## src/rtl/mem_arb_pkg.sv

```systemverilog
// Shared types, access-size encodings and helpers for the mem_arbiter slice.
package mem_arb_pkg;

  typedef enum logic [1:0] {
    IDLE    = 2'd0,
    WRITE   = 2'd1,
    RD_WAIT = 2'd2,
    READ    = 2'd3
  } arb_state_e;

  localparam logic [1:0] ACC_1W  = 2'b00;
  localparam logic [1:0] ACC_4W  = 2'b01;
  localparam logic [1:0] ACC_8W  = 2'b10;
  localparam logic [1:0] ACC_16W = 2'b11;

  localparam logic [31:0] MEM_START_ADDR = 32'h8002_0000;

  // Burst length minus one, the value loaded into the 4-bit beat counter.
  function automatic logic [3:0] burst_len_m1(input logic [1:0] acc_size);
    logic [3:0] len;
    case (acc_size)
      ACC_4W:  len = 4'd3;
      ACC_8W:  len = 4'd7;
      ACC_16W: len = 4'd15;
      default: len = 4'd0;
    endcase
    return len;
  endfunction

endpackage

```

## src/rtl/mem_arb_rr.sv

```systemverilog
// Two-way round-robin picker: on a tie the port not granted last wins.
// Not built when MEM_ARB_FIXED_PRIO_EN is defined.
`ifndef MEM_ARB_FIXED_PRIO_EN
module mem_arb_rr (
  input  logic [1:0] req,
  input  logic       ptr,
  output logic [1:0] gnt_oh,
  output logic       ptr_nxt
);

  always_comb begin
    gnt_oh  = 2'b00;
    ptr_nxt = ptr;
    case (req)
      2'b01:   gnt_oh = 2'b01;
      2'b10:   gnt_oh = 2'b10;
      2'b11:   gnt_oh = ptr ? 2'b01 : 2'b10;
      default: gnt_oh = 2'b00;
    endcase
    if (gnt_oh != 2'b00) ptr_nxt = gnt_oh[1];
  end

endmodule
`endif

```

## src/rtl/mem_arbiter.sv

```systemverilog
// Two-port arbiter/sequencer owning the single Mem port (fetch = port 0, load/store = port 1).
// Define MEM_ARB_FIXED_PRIO_EN to give port 1 every tie and drop the round-robin pointer.
module mem_arbiter
  import mem_arb_pkg::*;
#(
  parameter int unsigned MEM_RD_LAT = 2,
  parameter int unsigned ADDR_W     = 32,
  parameter int unsigned DATA_W     = 32
) (
  input  logic              clock,
  input  logic              reset_n,
  input  logic [1:0]        req,
  input  logic [ADDR_W-1:0] p0_addr,
  input  logic [ADDR_W-1:0] p1_addr,
  input  logic [1:0]        p0_acc_size,
  input  logic [1:0]        p1_acc_size,
  input  logic              p0_wren,
  input  logic              p1_wren,
  input  logic [DATA_W-1:0] p0_wdata,
  input  logic [DATA_W-1:0] p1_wdata,
  output logic [1:0]        gnt,
  output logic [1:0]        beat,
  output logic [1:0]        done,
  output logic [DATA_W-1:0] rdata,
  output logic [ADDR_W-1:0] mem_addr,
  output logic [DATA_W-1:0] mem_data_in,
  output logic [1:0]        mem_acc_size,
  output logic              mem_wren,
  output logic              mem_enable,
  input  logic [DATA_W-1:0] mem_data_out,
  input  logic              mem_busy
);

  localparam int unsigned LAT_W  = 3;
  localparam int unsigned BEAT_W = 4;

  arb_state_e        state_q, state_d;
  logic [BEAT_W-1:0] beat_cnt_q, beat_cnt_d;
  logic [LAT_W-1:0]  lat_cnt_q, lat_cnt_d;
  logic              owner_q, owner_d;
  logic [1:0]        gnt_q, gnt_d;
  logic [ADDR_W-1:0] addr_q, addr_d;
  logic [1:0]        size_q, size_d;
  logic              wren_q, wren_d;
  logic              en_q, en_d;

  logic [1:0]        win_oh_c;
  logic              win_c;
  logic              xfer_c;
  logic              last_c;
  logic [1:0]        owner_oh_c;

`ifdef MEM_ARB_FIXED_PRIO_EN
  assign win_oh_c = req[1] ? 2'b10 : {1'b0, req[0]};
`else
  logic rr_ptr_q, rr_ptr_d, rr_ptr_nxt_c;

  mem_arb_rr u_rr (
    .req     (req),
    .ptr     (rr_ptr_q),
    .gnt_oh  (win_oh_c),
    .ptr_nxt (rr_ptr_nxt_c)
  );

  // Pointer only moves when a grant is actually issued.
  always_comb begin
    rr_ptr_d = rr_ptr_q;
    if ((state_q == IDLE) && (req != 2'b00)) rr_ptr_d = rr_ptr_nxt_c;
  end

  always_ff @(posedge clock or negedge reset_n) begin
    if (!reset_n) rr_ptr_q <= 1'b0;
    else          rr_ptr_q <= rr_ptr_d;
  end
`endif

  assign win_c      = win_oh_c[1];
  assign xfer_c     = ((state_q == WRITE) || (state_q == READ)) && !mem_busy;
  assign last_c     = xfer_c && (beat_cnt_q == '0);
  assign owner_oh_c = owner_q ? 2'b10 : 2'b01;

  always_comb begin
    state_d    = state_q;
    beat_cnt_d = beat_cnt_q;
    lat_cnt_d  = lat_cnt_q;
    owner_d    = owner_q;
    gnt_d      = gnt_q;
    addr_d     = addr_q;
    size_d     = size_q;
    wren_d     = wren_q;
    en_d       = en_q;
    unique case (state_q)
      IDLE: begin
        if (req != 2'b00) begin
          owner_d    = win_c;
          gnt_d      = win_oh_c;
          addr_d     = win_c ? p1_addr : p0_addr;
          size_d     = win_c ? p1_acc_size : p0_acc_size;
          wren_d     = win_c ? p1_wren : p0_wren;
          beat_cnt_d = burst_len_m1(size_d);
          en_d       = 1'b1;
          if (wren_d) begin
            state_d = WRITE;
          end else begin
            state_d   = RD_WAIT;
            lat_cnt_d = LAT_W'(MEM_RD_LAT - 1);
          end
        end
      end
      RD_WAIT: begin
        if (lat_cnt_q == '0) state_d = READ;
        else                 lat_cnt_d = lat_cnt_q - LAT_W'(1);
      end
      WRITE, READ: begin
        // Busy freezes the counter and every registered Mem output.
        if (last_c) begin
          state_d = IDLE;
          gnt_d   = 2'b00;
          addr_d  = '0;
          size_d  = ACC_1W;
          wren_d  = 1'b0;
          en_d    = 1'b0;
        end else if (xfer_c) begin
          beat_cnt_d = beat_cnt_q - BEAT_W'(1);
        end
      end
      default: state_d = IDLE;
    endcase
  end

  always_ff @(posedge clock or negedge reset_n) begin
    if (!reset_n) begin
      state_q    <= IDLE;
      beat_cnt_q <= '0;
      lat_cnt_q  <= '0;
      owner_q    <= 1'b0;
      gnt_q      <= 2'b00;
      addr_q     <= '0;
      size_q     <= ACC_1W;
      wren_q     <= 1'b0;
      en_q       <= 1'b0;
    end else begin
      state_q    <= state_d;
      beat_cnt_q <= beat_cnt_d;
      lat_cnt_q  <= lat_cnt_d;
      owner_q    <= owner_d;
      gnt_q      <= gnt_d;
      addr_q     <= addr_d;
      size_q     <= size_d;
      wren_q     <= wren_d;
      en_q       <= en_d;
    end
  end

  assign gnt          = gnt_q;
  assign beat         = xfer_c ? owner_oh_c : 2'b00;
  assign done         = last_c ? owner_oh_c : 2'b00;
  assign rdata        = mem_data_out;
  assign mem_addr     = addr_q;
  assign mem_acc_size = size_q;
  assign mem_wren     = wren_q;
  assign mem_enable   = en_q;
  assign mem_data_in  = (state_q == WRITE) ? (owner_q ? p1_wdata : p0_wdata) : '0;

endmodule

```

## config.mk

```make
export PLATFORM = sky130hd
export DESIGN_NAME = mem_arbiter
export DESIGN_NICKNAME = d
export VERILOG_FILES = /design/src/rtl/mem_arb_pkg.sv /design/src/rtl/mem_arb_rr.sv /design/src/rtl/mem_arbiter.sv
export SDC_FILE = /design/constraint.sdc
export NUM_CORES = 1
export LEC_CHECK = 0
export ABC_AREA = 0
export BUFFER_PORTS_ARGS = -buffer_cell sky130_fd_sc_hd__buf_2
export CAP_MARGIN = 20
export CORE_AREA = 2 2 108 110
export CTS_CLUSTER_SIZE = 20
export DETAILED_ROUTE_END_ITERATION = 16
export DIE_AREA = 0 0 110 112
export HOLD_SLACK_MARGIN = 0.08
export MAX_ROUTING_LAYER = met4
export PLACE_DENSITY_LB_ADDON = 0.2
export SLEW_MARGIN = 20
export SYNTH_ARGS = -nofsm -noshare
export SYNTH_HDL_FRONTEND = slang
export SYNTH_SLANG_ARGS = --single-unit
```

## constraint.sdc

```tcl
create_clock -name clock -period 4.3 [get_ports clock]
set_input_delay 0.43 -clock clock [delete_from_list [all_inputs] [get_ports clock]]
set_output_delay 0.43 -clock clock [all_outputs]
set_load 0.01 [all_outputs]
```

==> flow_summary.yaml, run 1 <==
outcome:
  outcome: "finished clean"
synth:
  synth_edf_count: 0
  synthTopCellsByCount: "68 x mux2i_1, 49 x dfrtp_1, 41 x nor2_1, 35 x buf_4, 35 x nand3_1"
  yosys.cell_count.top_type: "mux2i_1"
  synth_top_cell_by_area: "dfrtp_1"
  ys_ff_latch: 49
  synth_cells: 341
  yosysWarnings: 0
  yosys.area.top_type_share_pct: 38.81
  synth_area_um2: 3159
  ys.flop_type: "dfrtp_1"
  synth_cell_type_count: 36
  yosysSeqAreaShare_pct: 38.81
  synth_nets: 516
  postSynthAreaPerCell_um2: 9.265
  synthTopCellsByArea: "dfrtp_1 39%, mux2i_1 22%, buf_4 8.3%, nand3_1 5.5%, nor2_1 4.9%"
  async_reset_ff_share_pct: 100.0
grt:
  met2_usage_pct: 26.99
  grt_max_degree: 76
  grt_antenna_before_repair: 0
  grt_pass1_vias: 2785
  top_usage_layer: "met2"
  globalRouteMet1Util_pct: 16.87
  met3_usage_pct: 4.567
  grt_overflow: 0
  grt_first_pass_wirelength_mm: 14.06
  grt_use_total_pct: 15.27
detailed_routing:
  dr_total_vias: 3022
  drc: 0
  routedWlPerCell_um: 15.15
  via_per_inst: 4.656
  firstDrtPassIters: 4
  ant_nets: 0
  routed_wl_mm: 9.834
  drtIter0Drc: 103
floorplan:
  fp.dieW_um: 110
  fp.dieH_um: 112
  initial_core_util_pct: 28.27
  fp-row-count: 39
  coreArea_um2: 11170
  ios: 277
  dieArea_um2: 12320
sta:
  skew_ns: 0.009505
  tns_ns: 0
  rsz0062_at_grt: "false"
  period_share_pct: 64.70
  setup_viol: 0
  period_needed_ns: 2.782
  fmaxAchievable_ghz: 0.3594
  relSlewSlack_pct: 25.31
  worst_slack_ns: 1.518
  finalMaxSlewViolations: 0
  worst_slew_pin_slew_ns: 1.120
  hold_viol: 0
cts:
  cts_root_buffer: "clkbuf_16"
  post_cts_buffers: 0
  ctsResizeCount: 0
  htreeDepth: 2
  clock-sinks: 49
  clock_latency_ns: 0.29
  cts_inserted_buffers: 5
  path_clk_slew_ns: 0.07
  clk_path_buf_depth: 2
  cts.hold.buffers_added: 0
  cts_tree: "built"
cells_and_area:
  final_layout_size_suffix_gt1_share_pct: 45.85
  nets: 680
  n_antenna_cell: 0
  areaGrowthSynthToFinish_pct: 33.98
  stdcell_count: 649
pwr:
  power.density_nw_per_um2: 535.5
  power_leakage_nw: 2.314
  ir_drop_v: 0.0002034
  totalPowerFinal_mw: 2.267
critical_path:
  startpoint: "state_q[0]"
  startpoint_type: "flip-flop"
  crit_fanout: 32
  cp_data_arrival_time_ns: 2.35
  worstSetupEndpointType: "output port"
  r2r_start: "state_q[0]"
  required_ns: 3.87
  crit_type: "reg -> out"
min_path:
  holdCritPathClass: "in -> async"
placed_design:
  dp_cells: 641
  hpwl_mm: 7.767
  buffer_ports.inserted: 212
  gp_congestion: 0.7390
  place_ws_ns: 1.855
flow_run:
  maxCapViolations: 0
-- final cells by class --
cell class                      count  area (um^2)
Clock buffer                        6        128.9
Clock inverter                      2        13.76
Fill cell                        1172         6942
Inverter                            5        18.77
Multi-Input combinational cell    228         1574
Sequential cell                    49         1227
Tap cell                          143        178.9
Timing Repair Buffer              216         1091
-- flip-flops by register name, indices dropped and copies added (netlist names) --
signal and flops:
mem_wren 1, owner_q 1, beat_cnt_q 4, rr_ptr_q 1, mem_acc_size 2, state_q 2, mem_addr 32, gnt 2
lat_cnt_q 3, mem_enable 1
-- critical path, cell delays in order, from the launching register on --
cell,delay [ns]
dfrtp_1,0.79
nand2b_1,0.77
nor2_1,0.33
buf_2,0.17
-- final timing paths --
check                           depth (start not counted)  slack (ns)              end
max in group asynchronous                               2        3.58          owner_q
worst max-delay path                                    3        1.52  mem_data_in[10]
worst min-delay path                                    2        0.24      mem_addr[4]
min in group clock                                      3        0.42     mem_addr[25]
worst max register to register                          5        2.08     lat_cnt_q[0]
worst min register to register                          2        0.48       mem_enable
-- cell families (layout without fill, tap and decap cells) --
logic type                 count (synthesis)  in the layout  synth area share [%]
and+or+nand+nor                          100            100                 14.69
muxes                                     70             70                 22.34
buffers and inverters                     64            229                 12.08
AOI/OAI and AO/OA                         54             54                 10.50
DFF                                       49             49                 38.81
adders and majority gates                  4              4                 1.584
-- power breakdown --
group          leakage [nW]  switching [mW]  internal [mW]
Combinational          1.62           0.560          0.517
Sequential            0.621           0.178          0.625
Clock                0.0712           0.170          0.217
Total                  2.31           0.908           1.36
-- layout by cell type, fill, tap and decap left out, types with 2 or more instances in the layout --
cell type,count
clkbuf_16,5
a21oi_1,4
o22a_1,2
inv_1,5
a31o_2,2
dfrtp_1,48
mux2i_1,68
o21ai_0,28
o31ai_1,6
o22ai_1,3
nor2b_1,4
nand2b_1,2
nor2_1,41
nand2_1,7
buf_4,4
and2_1,3
nand3_1,35
nor3_1,3
buf_2,212
ha_1,4
-- through the flow --
stage          area (um^2)  hold WS [ns]  util (%)
5_1_grt               4233        0.2982     37.88
2_1_floorplan         3159        0.1344         -
6_report              4233        0.2390     37.88
3_3_place_gp          4090        0.4656     36.60
4_1_cts               4233        0.2746     37.88
3_5_place_dp          4090        0.4739     36.60
-- per-layer routing --
metal / part of all wire, % / wire length, um / vias to the layer above
met5: 0 / 0 / -
met4: 0.70 / 69 / 0
met3: 10 / 1032 / 5
met2: 49 / 4778 / 169
met1: 40 / 3954 / 1363
li1: - / - / 1485
Power figures use the tool's default switching activity.
==> run 2, diff against run 1 <==
ABC_AREA = 1   (was 0)
CORE_AREA = 2 2 106 108   (was 2 2 108 110)
DIE_AREA = 0 0 108 110   (was 0 0 110 112)
clock period = 2.7 ns   (was 4.3 ns; I/O delays follow)
==> run 2 against run 1 <==
Area after synthesis grew 2.6%. Die area shrank 3.6%. First-iteration DRC count grew 58%. Global-route usage rose by 0.62 points. Final cell count grew 18%. Setup slack got worse by 0.92 ns. Clock-buffer cell count up 1. Combinational power is 130% higher. Sequential cell count unchanged. Cell area is 1.0% lower. Via count rose by 15%. Critical endpoint is now mem_data_in[24]. Largest cell class unchanged. Highest routed layer unchanged.
==> flow_summary.yaml, run 2 <==
placed_design:
  buffer_ports.inserted: 212
  gp_congestion: 0.7816
  hpwl_mm: 7.427
  place_ws_ns: 0.9064
  post_dp_cell_area_um2: 4095
grt:
  grt_antenna_before_repair: 0
  grt_pass1_vias: 3097
  grt_overflow: 0
  grt_first_pass_wirelength_mm: 14.66
  grt_use_total_pct: 15.89
  grt_max_degree: 45
floorplan:
  fp.dieH_um: 110
  ios: 277
  initial_core_util_pct: 30.29
  fp-row-count: 38
  fp.dieW_um: 108
  dieArea_um2: 11880
  coreArea_um2: 10700
synth:
  synthTopCellsByArea: "dfrtp_1 38%, nand2_1 16%, buf_4 7.6%, a21oi_1 6.2%, o21ai_0 6.0%"
  async_reset_ff_share_pct: 100.0
  yosysSeqAreaShare_pct: 37.84
  synth_edf_count: 0
  yosys.cell_count.top_type: "nand2_1"
  synthTopCellsByCount: "141 x nand2_1, 49 x dfrtp_1, 45 x nor2_1, 40 x a21oi_1, 39 x o21ai_0"
  yosys.area.top_type_share_pct: 37.84
  synth_cell_type_count: 28
  synth_area_um2: 3241
  ys_ff_latch: 49
  synth_cells: 455
  synth_top_cell_by_area: "dfrtp_1"
  synth_nets: 630
  postSynthAreaPerCell_um2: 7.122
  ys.flop_type: "dfrtp_1"
  yosysWarnings: 0
critical_path:
  crit_fanout: 32
  startpoint_type: "flip-flop"
  r2r_slack_ns: 1.02
  critPathMaxStageDelay_ns: 0.66
  required_ns: 2.43
  crit_path_top_delay_cell: "dfrtp_1"
  crit_family: "flip-flops"
  cp_cell_sequence: "inv_8 > or2_1 > buf_4 > a21oi_1 > buf_2"
  worst-path-buf-inv: 3
  crit_type: "reg -> out"
  worstSetupEndpointType: "output port"
  cp_data_arrival_time_ns: 1.84
cells_and_area:
  final_layout_size_suffix_gt1_share_pct: 38.72
  fin_util_pct: 39.16
  final_cell_mix: "212 x buf_2, 141 x nand2_1, 49 x dfrtp_1"
  largest_reg_flops: 32
  final_common_cell: "buf_2"
  seq_area_um2: 1226
  fillers: 1157
  multi_input_area_um2: 1480
  nets: 799
  final_cell_area_um2: 4189
  n_antenna_cell: 0
  areaGrowthSynthToFinish_pct: 29.27
cts:
  cts_root_buffer: "clkbuf_8"
  cts_inserted_buffers: 5
  ctsResizeCount: 0
  path_clk_slew_ns: 0.09
  cts_tree: "built"
  htreeDepth: 2
  clock_latency_ns: 0.29
  clk_path_buf_depth: 2
  clock-sinks: 49
sta:
  worst_slew_pin_slew_ns: 0.4964
  setup_viol: 0
  period_needed_ns: 2.105
  skew_ns: 0.005673
  tns_ns: 0
  worst_slack_ns: 0.5947
  hold_viol: 0
  finalMaxSlewViolations: 0
  rsz0062_at_grt: "false"
  relSlewSlack_pct: 66.90
  timing.hold.ws_ns: 0.2250
  fmaxAchievable_ghz: 0.4750
  period_share_pct: 77.97
detailed_routing:
  routed_wl_mm: 9.752
  routedWlPerCell_um: 12.75
  dr_total_vias: 3472
  drtIter0Drc: 163
  firstDrtPassIters: 4
  via_per_inst: 4.539
  ant_nets: 0
  drc: 0
pwr:
  power.density_nw_per_um2: 1008
  power_leakage_nw: 2.378
  ir_drop_v: 0.0003814
min_path:
  holdCritPathClass: "in -> reg"
outcome:
  outcome: "finished clean"
flow_run:
  maxCapViolations: 0
-- run 2: cell types whose count changed after synthesis, moves of 5 or more --
cell     before  now
nand2_1       7  141
mux2i_1      68    0
a21oi_1       4   40
o21ai_1       0   26
nand3_1      35   10
inv_1         5   22
o21ai_0      29   39
buf_1         8    0
buf_6         0    7
buf_2         8    2
o31ai_1       6    0
o21ai_2       0    5
-- run 2: area by class of cell --
| class | instances | share of cell area [%] |
|---|---|---|
| clock buffers | 7 | 1.822 |
| clock inverters | 1 | 0.1792 |
| repair buffers | 218 | 26.46 |
| flip-flops and latches | 49 | 29.27 |
| well taps | 140 | 4.182 |
| multi-input cells | 322 | 35.33 |
| inverters | 28 | 2.748 |
-- run 2: metrics by stage --
stage | total power [mW] | std cells
final | 4.222 | 765
after global routing | 4.661 | 765
after CTS | 4.284 | 765
after detailed placement | 3.847 | 756
after global placement | 3.815 | 756
after floorplan | 3.028 | 455
-- run 2: worst paths after layout --
path / cells past startpoint / start / end
setup / recovery: 5 / state_q[0] / mem_data_in[24]
max in group asynchronous: 3 / reset_n / mem_addr[21]
min in group asynchronous: 2 / reset_n / mem_addr[28]
setup reg to reg: 8 / rr_ptr_q / lat_cnt_q[1]
hold reg to reg: 2 / mem_enable / mem_enable
hold / removal: 3 / p1_addr[28] / mem_addr[28]
-- run 2: what timing repair did --
item | in CTS | in global routing
hold endpoints to repair | 16 | 0
buffers inserted | 0 | 0
hold buffers | 1 | 0
-- run 2: routing by layer --
| metal | vias up | GRT usage [%] | part of all wire, % |
|---|---|---|---|
| met5 | - | - | 0 |
| met4 | 0 | 3.022 | 1.2 |
| met3 | 15 | 4.468 | 8.9 |
| met2 | 152 | 25.83 | 47 |
| met1 | 1553 | 20.04 | 43 |
| li1 | 1752 | - | - |
-- run 2: cells by family after synthesis --
logic type      share of synthesized area (%)
fa+ha+maj                               1.544
flops                                   37.84
simple gates                            26.29
xor+xnor                               0.2703
compound gates                          17.57
buf+inv                                 16.49
-- run 2: worst register-to-register path, cell delays in order (launching register included) --
cell and delay [ns]:
dfrtp_1 0.38, nand2_1 0.12, nand2_2 0.24, buf_4 0.37, nand2_1 0.12, nand3_1 0.16, nand2_2 0.09, nand2_1 0.06
nand2_1 0.04
-- run 2: power breakdown --
group          switching, mW  leakage, nW  internal (mW)  total [mW]
Clock                  0.240       0.0385          0.184       0.424
Sequential             0.223        0.609           1.07        1.30
Combinational           1.54         1.73          0.968        2.50
Total                   2.00         2.38           2.22        4.22
